===== config.mk =====
export PLATFORM = sky130hd
export DESIGN_NAME = exec_sequencer_flat
export DESIGN_NICKNAME = d
export VERILOG_FILES = /design/src/rtl/exec_sequencer_if.sv /design/src/rtl/exec_sequencer.sv /design/src/flat_wrapper.sv
export SDC_FILE = /design/constraint.sdc
export NUM_CORES = 1
export LEC_CHECK = 0
export ABC_AREA = 1
export CORE_AREA = 2 2 77 79
export DETAILED_ROUTE_END_ITERATION = 16
export DIE_AREA = 0 0 79 81
export GPL_ROUTABILITY_DRIVEN = 0
export PLACE_DENSITY = 0.85
export SETUP_SLACK_MARGIN = 0.2
export SYNTH_ARGS = -nofsm -noshare
export SYNTH_HDL_FRONTEND = slang
export SYNTH_SLANG_ARGS = --single-unit

===== constraint.sdc =====
create_clock -name clk -period 1.56 [get_ports clk]
set_input_delay 0.234 -clock clk [delete_from_list [all_inputs] [get_ports clk]]
set_output_delay 0.234 -clock clk [all_outputs]
set_load 0.01 [all_outputs]

===== src/rtl/exec_sequencer_if.sv =====
// Decoder/ALU/write-back signal bundle for the execute sequencer.
// master = decoder, ALU and register-file side; slave = sequencer.
interface exec_sequencer_if;
  logic       id_valid;
  logic       id_ready;
  logic [1:0] id_type;
  logic [4:0] id_alu_op;
  logic [1:0] id_dst;
  logic [7:0] id_data;
  logic       flush;
  logic       alu_en;
  logic [4:0] alu_op;
  logic [7:0] alu_ans;
  logic [7:0] alu_ans_hi;
  logic [7:0] alu_psw;
  logic       acc_we;
  logic       b_we;
  logic       psw_we;
  logic [7:0] wb_acc;
  logic [7:0] wb_b;
  logic [7:0] wb_psw;
  logic       busy;

  modport master (
    output id_valid, id_type, id_alu_op, id_dst, id_data, flush,
    output alu_ans, alu_ans_hi, alu_psw,
    input  id_ready, alu_en, alu_op, acc_we, b_we, psw_we,
    input  wb_acc, wb_b, wb_psw, busy
  );

  modport slave (
    input  id_valid, id_type, id_alu_op, id_dst, id_data, flush,
    input  alu_ans, alu_ans_hi, alu_psw,
    output id_ready, alu_en, alu_op, acc_we, b_we, psw_we,
    output wb_acc, wb_b, wb_psw, busy
  );
endinterface


===== src/rtl/exec_sequencer.sv =====
// 8051 execute-stage sequencer: one instruction in flight, ALU ops 1 or MULDIV_CYCLES
// execute cycles then a one-cycle write-back; id_ready only in IDLE with no flush.
module exec_sequencer #(
  parameter int         MULDIV_CYCLES = 4,
  parameter logic [4:0] OP_MUL        = 5'h0C,
  parameter logic [4:0] OP_DIV        = 5'h0D
) (
  input  logic              clk,
  input  logic              rst_n,
  exec_sequencer_if.slave   bus
);

  localparam logic [1:0] ST_IDLE = 2'd0;
  localparam logic [1:0] ST_EXEC = 2'd1;
  localparam logic [1:0] ST_WB   = 2'd2;

  localparam logic [1:0] T_ALU = 2'b01;
  localparam logic [1:0] T_MOV = 2'b10;

  localparam logic [1:0] D_ACC = 2'b00;
  localparam logic [1:0] D_B   = 2'b01;
  localparam logic [1:0] D_AB  = 2'b10;

  localparam logic [3:0] CNT_MULDIV = 4'(MULDIV_CYCLES - 1);

  logic [1:0] state;
  logic [1:0] dst_q;
  logic [3:0] cnt;
  logic       accept;
  logic       is_muldiv;

  assign bus.id_ready = (state == ST_IDLE) && !bus.flush;
  assign bus.busy     = (state != ST_IDLE);
  assign accept       = bus.id_valid && bus.id_ready;
  assign is_muldiv    = (bus.id_alu_op == OP_MUL) || (bus.id_alu_op == OP_DIV);

  always_ff @(posedge clk or negedge rst_n) begin
    if (!rst_n) begin
      state      <= ST_IDLE;
      dst_q      <= 2'b00;
      cnt        <= 4'd0;
      bus.alu_en <= 1'b0;
      bus.alu_op <= 5'd0;
      bus.acc_we <= 1'b0;
      bus.b_we   <= 1'b0;
      bus.psw_we <= 1'b0;
      bus.wb_acc <= 8'd0;
      bus.wb_b   <= 8'd0;
      bus.wb_psw <= 8'd0;
    end else begin
      // Strobes are single-cycle pulses; only the entry into WB raises them.
      bus.acc_we <= 1'b0;
      bus.b_we   <= 1'b0;
      bus.psw_we <= 1'b0;

      if (bus.flush) begin
        state      <= ST_IDLE;
        cnt        <= 4'd0;
        bus.alu_en <= 1'b0;
      end else begin
        case (state)
          ST_IDLE: begin
            if (accept) begin
              dst_q      <= bus.id_dst;
              bus.alu_op <= bus.id_alu_op;
              case (bus.id_type)
                T_ALU: begin
                  state      <= ST_EXEC;
                  bus.alu_en <= 1'b1;
                  cnt        <= is_muldiv ? CNT_MULDIV : 4'd0;
                end
                T_MOV: begin
                  state      <= ST_WB;
                  bus.acc_we <= (bus.id_dst == D_ACC);
                  bus.b_we   <= (bus.id_dst == D_B);
                  if (bus.id_dst == D_ACC) bus.wb_acc <= bus.id_data;
                  if (bus.id_dst == D_B)   bus.wb_b   <= bus.id_data;
                end
                default: state <= ST_WB;
              endcase
            end
          end

          ST_EXEC: begin
            if (cnt == 4'd0) begin
              state      <= ST_WB;
              bus.alu_en <= 1'b0;
              bus.wb_acc <= bus.alu_ans;
              // A single-register B destination takes the low result byte.
              bus.wb_b   <= (dst_q == D_B) ? bus.alu_ans : bus.alu_ans_hi;
              bus.wb_psw <= bus.alu_psw;
              bus.psw_we <= 1'b1;
              bus.acc_we <= (dst_q == D_ACC) || (dst_q == D_AB);
              bus.b_we   <= (dst_q == D_B) || (dst_q == D_AB);
            end else begin
              cnt <= cnt - 4'd1;
            end
          end

          ST_WB:   state <= ST_IDLE;
          default: state <= ST_IDLE;
        endcase
      end
    end
  end

endmodule


===== src/flat_wrapper.sv =====
// flat-port wrapper written by rule: the top's interface ports become plain ports
module exec_sequencer_flat 
#(
  parameter int         MULDIV_CYCLES = 4,
  parameter logic [4:0] OP_MUL        = 5'h0C,
  parameter logic [4:0] OP_DIV        = 5'h0D
)
  (clk, rst_n, bus_id_valid, bus_id_type, bus_id_alu_op, bus_id_dst, bus_id_data, bus_flush, bus_alu_ans, bus_alu_ans_hi, bus_alu_psw, bus_id_ready, bus_alu_en, bus_alu_op, bus_acc_we, bus_b_we, bus_psw_we, bus_wb_acc, bus_wb_b, bus_wb_psw, bus_busy);
  exec_sequencer_if bus_i ();
  input  logic clk;
  input  logic rst_n;
  input wire logic [$bits(bus_i.id_valid)-1:0] bus_id_valid;
  input wire logic [$bits(bus_i.id_type)-1:0] bus_id_type;
  input wire logic [$bits(bus_i.id_alu_op)-1:0] bus_id_alu_op;
  input wire logic [$bits(bus_i.id_dst)-1:0] bus_id_dst;
  input wire logic [$bits(bus_i.id_data)-1:0] bus_id_data;
  input wire logic [$bits(bus_i.flush)-1:0] bus_flush;
  input wire logic [$bits(bus_i.alu_ans)-1:0] bus_alu_ans;
  input wire logic [$bits(bus_i.alu_ans_hi)-1:0] bus_alu_ans_hi;
  input wire logic [$bits(bus_i.alu_psw)-1:0] bus_alu_psw;
  output wire logic [$bits(bus_i.id_ready)-1:0] bus_id_ready;
  output wire logic [$bits(bus_i.alu_en)-1:0] bus_alu_en;
  output wire logic [$bits(bus_i.alu_op)-1:0] bus_alu_op;
  output wire logic [$bits(bus_i.acc_we)-1:0] bus_acc_we;
  output wire logic [$bits(bus_i.b_we)-1:0] bus_b_we;
  output wire logic [$bits(bus_i.psw_we)-1:0] bus_psw_we;
  output wire logic [$bits(bus_i.wb_acc)-1:0] bus_wb_acc;
  output wire logic [$bits(bus_i.wb_b)-1:0] bus_wb_b;
  output wire logic [$bits(bus_i.wb_psw)-1:0] bus_wb_psw;
  output wire logic [$bits(bus_i.busy)-1:0] bus_busy;
  assign bus_i.id_valid = bus_id_valid;
  assign bus_i.id_type = bus_id_type;
  assign bus_i.id_alu_op = bus_id_alu_op;
  assign bus_i.id_dst = bus_id_dst;
  assign bus_i.id_data = bus_id_data;
  assign bus_i.flush = bus_flush;
  assign bus_i.alu_ans = bus_alu_ans;
  assign bus_i.alu_ans_hi = bus_alu_ans_hi;
  assign bus_i.alu_psw = bus_alu_psw;
  assign bus_id_ready = bus_i.id_ready;
  assign bus_alu_en = bus_i.alu_en;
  assign bus_alu_op = bus_i.alu_op;
  assign bus_acc_we = bus_i.acc_we;
  assign bus_b_we = bus_i.b_we;
  assign bus_psw_we = bus_i.psw_we;
  assign bus_wb_acc = bus_i.wb_acc;
  assign bus_wb_b = bus_i.wb_b;
  assign bus_wb_psw = bus_i.wb_psw;
  assign bus_busy = bus_i.busy;
  exec_sequencer #(.MULDIV_CYCLES(MULDIV_CYCLES), .OP_MUL(OP_MUL), .OP_DIV(OP_DIV)) u_core (.clk(clk), .rst_n(rst_n), .bus(bus_i));
endmodule

==> summary.md, run 1 <==
| Metric | Value |
|---|---|
| Outcome | finished clean |
| Die Ht | 81 microns |
| Max_cap viols | 0 |
| Setup TNS | 0 ns |
| Sequential share of the synthesized area | 47.6% |
| Synth Net Count | 345 |
| Number of routed nets with antenna violations | 0 |
| Number of global-route vias before repair | 2304 |
| Nets | 451 |
| Clock Path Buffers | 2 |
| Initial antenna violation count | 0 |
| Critical-path maximum fanout | 4 |
| Grt ovf | 0 |
| FMAX | 721 MHz |
| Worst IR Drop VDD | 549 uV |
| Setup Skew | 0.00626 ns |
| Total global routing track utilization | 19.9% |
| Final Setup Violations | 0 |
| Crit end category | flip-flop |
| Ports | 80 |
| First-pass GRT wire length | 10100 microns |
| Max-slew violations | 0 |
| Post-layout min period | 1.39 ns |
| Post-DP HPWL | 4410 microns |
| Final worst slack | 0.172 ns |
| N_diodes | 0 |
| WP data required | 1.74 ns |
| Slew headroom | 72.3% |
| Buffers added on ports | 79 |
| Die footprint | 6400 sq um |
| Post-Synthesis Cells | 296 |
| Cts bufs inserted | 5 |
| Most frequent cells in the layout | nand2_1, clkdlybuf4s50_1, dfrtp_1 |
| CTS Root Cell | clkbuf_8 |
| Iteration-0 DRC Markers | 118 |
| DRT Pass-1 Iters | 4 |
| Residual DRC count | 0 |
| Util after Layout | 60.6% |
| Leak | 1.81 nW |
| PwrDens | 1000 nW/um^2 |
| RSZ-0062 raised after global routing | true |
| Worst Max-Slew Pin Slew | 0.415 ns |
| Vias per inst | 4.82 |
| Wirelength per Cell | 13.1 microns |
| Final WL | 6240 microns |
| Setup Crit Path Kind | flip-flop to flip-flop |
| Ys Warns | 0 |
| Area grow syn2layout | 59.4% |
| Tot Pwr | 3.45 mW |
| Starting Density | 38.0% |
| CORE AREA | 5680 sq um |
| Fin crit share | 89.0% |
| Min-delay worst type | input port to async pin |
| WP data arrival | 1.57 ns |
| Clock Sinks | 41 |
| Total number of vias | 2306 |
| CTS tree | done |
| Placement Setup Slack | -0.140 ns |
| Commonest non-fill, non-tap cell in the layout | nand2_1 |
| Die W | 79 microns |
| Netlist Area Pre-Place | 2160 sq um |
| Startpoint types | flip-flop |
| Reg clk slew, reported paths | 0.08 ns |
| Largest net degree at the start of global routing | 26 |
| Flops & latches, synth | 41 |
| H-tree Lvls | 2 |
| Mean Syn Cell Area | 7.29 sq um |
| Final number of hold-violating endpoints | 0 |
| Rows | 28 |
| Unique masters post-synth | 20 |
| Clock Latency Late Sink | 0.29 ns |
| Share of cells above drive strength 1 | 17.4% |
[cell type report]
cell class / count / area, sq um
Clock buffer: 7 / 96.3
Sequential cell: 41 / 1030
Fill cell: 526 / 2240
Clock inverter: 1 / 5.00
Tap cell: 75 / 93.8
Timing Repair Buffer: 108 / 1030
Multi-Input combinational cell: 221 / 1090
Inverter: 25 / 96.3
[state kept, by name, summed over array words and instances, names as in the netlist]
register and count:
u_core.bus.psw_we 1, u_core.bus.acc_we 1, u_core.bus.alu_en 1, u_core.bus.b_we 1, u_core.dst_q 2, u_core.bus.wb_acc 8, u_core.bus.alu_op 5, u_core.bus.wb_b 8
u_core.state 2, u_core.bus.wb_psw 8, u_core.cnt 4
[path summary, 6_finish.rpt]
path                                             startpoint                               end  slack, ns  cells after the start
max in group asynchronous                             rst_n  u_core.bus.wb_psw[4]$_DFFE_PN0P_       0.68                      3
hold / removal                                        rst_n       u_core.bus.acc_we$_DFF_PN0_       0.41                      2
setup / recovery                u_core.state[1]$_DFFE_PN0P_         u_core.cnt[2]$_DFFE_PN0P_       0.17                     10
hold reg to reg            u_core.bus.wb_acc[1]$_DFFE_PN0P_  u_core.bus.wb_acc[1]$_DFFE_PN0P_       0.48                      2
min in group clk                             bus_alu_psw[3]  u_core.bus.wb_psw[3]$_DFFE_PN0P_       0.47                      3
setup reg to reg                u_core.state[1]$_DFFE_PN0P_         u_core.cnt[2]$_DFFE_PN0P_       0.17                     10
[routing by layer]
layer  up-vias  global-route usage (%)  routed length (microns)
li1       1142                       -                        -
met1      1073                    23.1                     2580
met2        77                    36.5                     3160
met3        14                    4.11                      358
met4         0                    6.72                      148
met5         -                       0                        0
[cells by family after synthesis]
logic type	Yosys count	share of synthesized area (%)
fa+ha+maj	4	2.32
simple gates	186	35.6
compound gates	31	7.83
flops	41	47.6
buf+inv	34	6.73
[worst max-delay path, stage by stage (launching register included)]
cell     delay (ns)
dfrtp_1        0.41
inv_2          0.08
nand2_2        0.10
nor2_4         0.14
buf_4          0.13
buf_4          0.09
nand2_2        0.07
nand2_2        0.09
nor2_4         0.04
nand2_1        0.07
nand2_1        0.05
[Yosys cell counts]
cell type  count  area, sq um
nand2_1      128          480
dfrtp_1       41         1030
nor2_1        25         93.8
o21ai_0       23          115
inv_1         22         82.6
nand3_1       21          105
a21oi_1        5         25.0
buf_4          4         30.0
ha_1           4         50.1
clkbuf_1       3         11.3
inv_2          3         11.3
nand4_1        3         18.8
buf_2          2         10.0
nand2_2        2         12.5
nand3_2        2         20.0
nor2_2         2         12.5
o21ai_2        2         17.5
or2_2          2         12.5
a21boi_2       1         11.3
nor2_4         1         11.3
[repair_timing]
action | in CTS | in global routing
hold buffers | 1 | 0
resized for setup | 50 | 28
pin swaps | 4 | 15
endpoints found under the hold margin | 16 | 0
endpoints found under the setup margin | 68 | 34
setup buffers | 5 | 4
[power by group]
group / internal (mW) / total, mW / switching, mW
clock network: 0.400 / 0.761 / 0.361
logic: 0.614 / 1.23 / 0.620
registers: 1.32 / 1.46 / 0.139
[stage by stage]
stage	cells	instance area, sq um	hold WS (ns)
floorplan	296	2180	-0.0616
global placement	460	3190	0.188
detailed placement	460	3190	0.193
CTS	474	3340	0.422
global route	478	3440	0.464
finish	478	3440	0.406
Note: power is estimated with default switching activity, not from simulation.
==> inputs of run 2 (changes only) <==
GPL_TIMING_DRIVEN = 0   (was default)
PLACE_DENSITY = default   (was 0.85)
PLACE_DENSITY_LB_ADDON = 0.2   (was default)
==> summary.md, run 2 (synthesis results as in run 1) <==
| Metric | Value |
|---|---|
| Outcome | finished clean |
| Initial antenna violation count | 0 |
| Starting Density | 38.0% |
| Total number of vias | 2228 |
| RSZ-0062 raised after global routing | true |
| Die Ht | 81 microns |
| H-tree Lvls | 2 |
| Slowest cell delay on critical path | 0.40 ns |
| Ports | 80 |
| Grt ovf | 0 |
| Rows | 28 |
| Setup Skew | 0.00759 ns |
| Worst IR Drop VDD | 666 uV |
| Vias per inst | 4.69 |
| Total global routing track utilization | 18.9% |
| Critical-path maximum fanout | 5 |
| Fin crit share | 88.4% |
| Share of cells above drive strength 1 | 18.3% |
| Wirelength per Cell | 12.7 microns |
| Number of global-route vias before repair | 2078 |
| Slew headroom | 72.4% |
| Post-layout min period | 1.38 ns |
| CTS tree | done |
| CTS Root Cell | clkbuf_8 |
| Clock Path Buffers | 2 |
| Max-slew violations | 0 |
| Leak | 1.78 nW |
| Min-delay worst type | input port to flip-flop |
| Filler cell count | 542 |
| Crit end category | flip-flop |
| Cts bufs inserted | 5 |
| Area grow syn2layout | 59.0% |
| Post-DP HPWL | 4470 microns |
| Max_cap viols | 0 |
| Nets | 449 |
| DRT Pass-1 Iters | 4 |
| Setup Crit Path Kind | flip-flop to flip-flop |
| Worst path slowest cell | dfrtp_1 |
| Residual DRC count | 0 |
| Final number of hold-violating endpoints | 0 |
| Iteration-0 DRC Markers | 85 |
| WP data arrival | 1.61 ns |
| First-pass GRT wire length | 9430 microns |
| Worst path cell trace | inv_2 > ha_4 > nand3_4 > a21boi_4 > buf_6 > nand3_1 > nand2_1 |
| Placed cells | 450 |
| Clock Sinks | 41 |
| Largest net degree at the start of global routing | 26 |
| Die footprint | 6400 sq um |
| Worst Max-Slew Pin Slew | 0.414 ns |
| Startpoint types | flip-flop |
| Commonest non-fill, non-tap cell in the layout | nand2_1 |
| Final WL | 6040 microns |
| PwrDens | 1020 nW/um^2 |
| FMAX | 725 MHz |
| Cell Count, Final, Fillers Out | 475 |
| Area of the multi-input gates | 1100 sq um |
| N_diodes | 0 |
| FF+latch area | 1030 sq um |
| Die W | 79 microns |
| Biggest regs | u_core.bus.wb_acc: 8 flops, u_core.bus.wb_b: 8 flops, u_core.bus.wb_psw: 8 flops |
| Reg clk slew, reported paths | 0.07 ns |
| WP data required | 1.79 ns |
| Clock Latency Late Sink | 0.29 ns |
| Number of routed nets with antenna violations | 0 |
| Buffers added on ports | 78 |
| Most frequent cells in the layout | nand2_1, clkdlybuf4s50_1, dfrtp_1 |
| Setup TNS | 0 ns |
| Final Setup Violations | 0 |
| CORE AREA | 5680 sq um |
## run 2: worst paths after layout
kind                                                        from                               end  slack [ns]  depth (start not counted)
min in group asynchronous                                  rst_n       u_core.bus.acc_we$_DFF_PN0_        0.41                          2
worst min-delay path                                   bus_flush       u_core.bus.acc_we$_DFF_PN0_        0.20                          2
worst max-delay path                   u_core.cnt[0]$_DFFE_PN0P_  u_core.bus.wb_acc[5]$_DFFE_PN0P_        0.18                          7
worst min register to register  u_core.bus.wb_acc[2]$_DFFE_PN0P_  u_core.bus.wb_acc[2]$_DFFE_PN0P_        0.47                          2
worst max register to register         u_core.cnt[0]$_DFFE_PN0P_  u_core.bus.wb_acc[5]$_DFFE_PN0P_        0.18                          7
max in group asynchronous                                  rst_n  u_core.bus.wb_psw[6]$_DFFE_PN0P_        0.68                          3
## run 2: final cells by class
class | count | area share (%)
timing repair buffer | 97 | 26.3
buffer | 9 | 2.81
clock inverter | 2 | 1.02
tap | 75 | 2.74
clock buffer | 5 | 2.01
multi-input combinational | 221 | 32.2
inverter | 25 | 2.96
sequential | 41 | 30.0
## run 2: routing by layer
metal | global-route usage [%] | vias to the layer above | routed length [microns]
met5 | 0 | - | 0
met3 | 3.56 | 11 | 330
met2 | 32.9 | 60 | 2950
met4 | 6.72 | 0 | 116
met1 | 23.6 | 1026 | 2640
li1 | - | 1131 | -
## run 2: worst max-delay path: cells and delay by family, from the launching register on
family,cells,cell delay (ns)
fa+ha+maj,1,0.16
compound gates,1,0.24
buf+inv,2,0.26
flops,1,0.40
simple gates,3,0.26
## run 2: what timing repair did
item,4_1_cts,5_1_grt
pin swaps,7,9
resized for setup,74,22
hold endpoints to repair,16,0
hold buffers,1,0
buffers inserted,10,4
endpoints found under the setup margin,65,37
cloned,2,1
## run 2: metrics by stage
stage	setup WS (ns)	hold WS [ns]	instance area [sq um]	utilization [%]	power, mW
floorplan	0.203	-0.0616	2180	-	2.01
global placement	-0.858	0.455	3060	53.8	2.73
detailed placement	-0.192	0.192	3070	54.1	2.77
CTS	0.184	0.199	3330	58.7	3.51
global route	0.0826	0.202	3430	60.4	3.75
finish	0.180	0.202	3430	60.4	3.51
## run 2: power by group
group,internal (mW),switching (mW)
combinational,0.629,0.625
clock,0.465,0.336
sequential,1.32,0.133
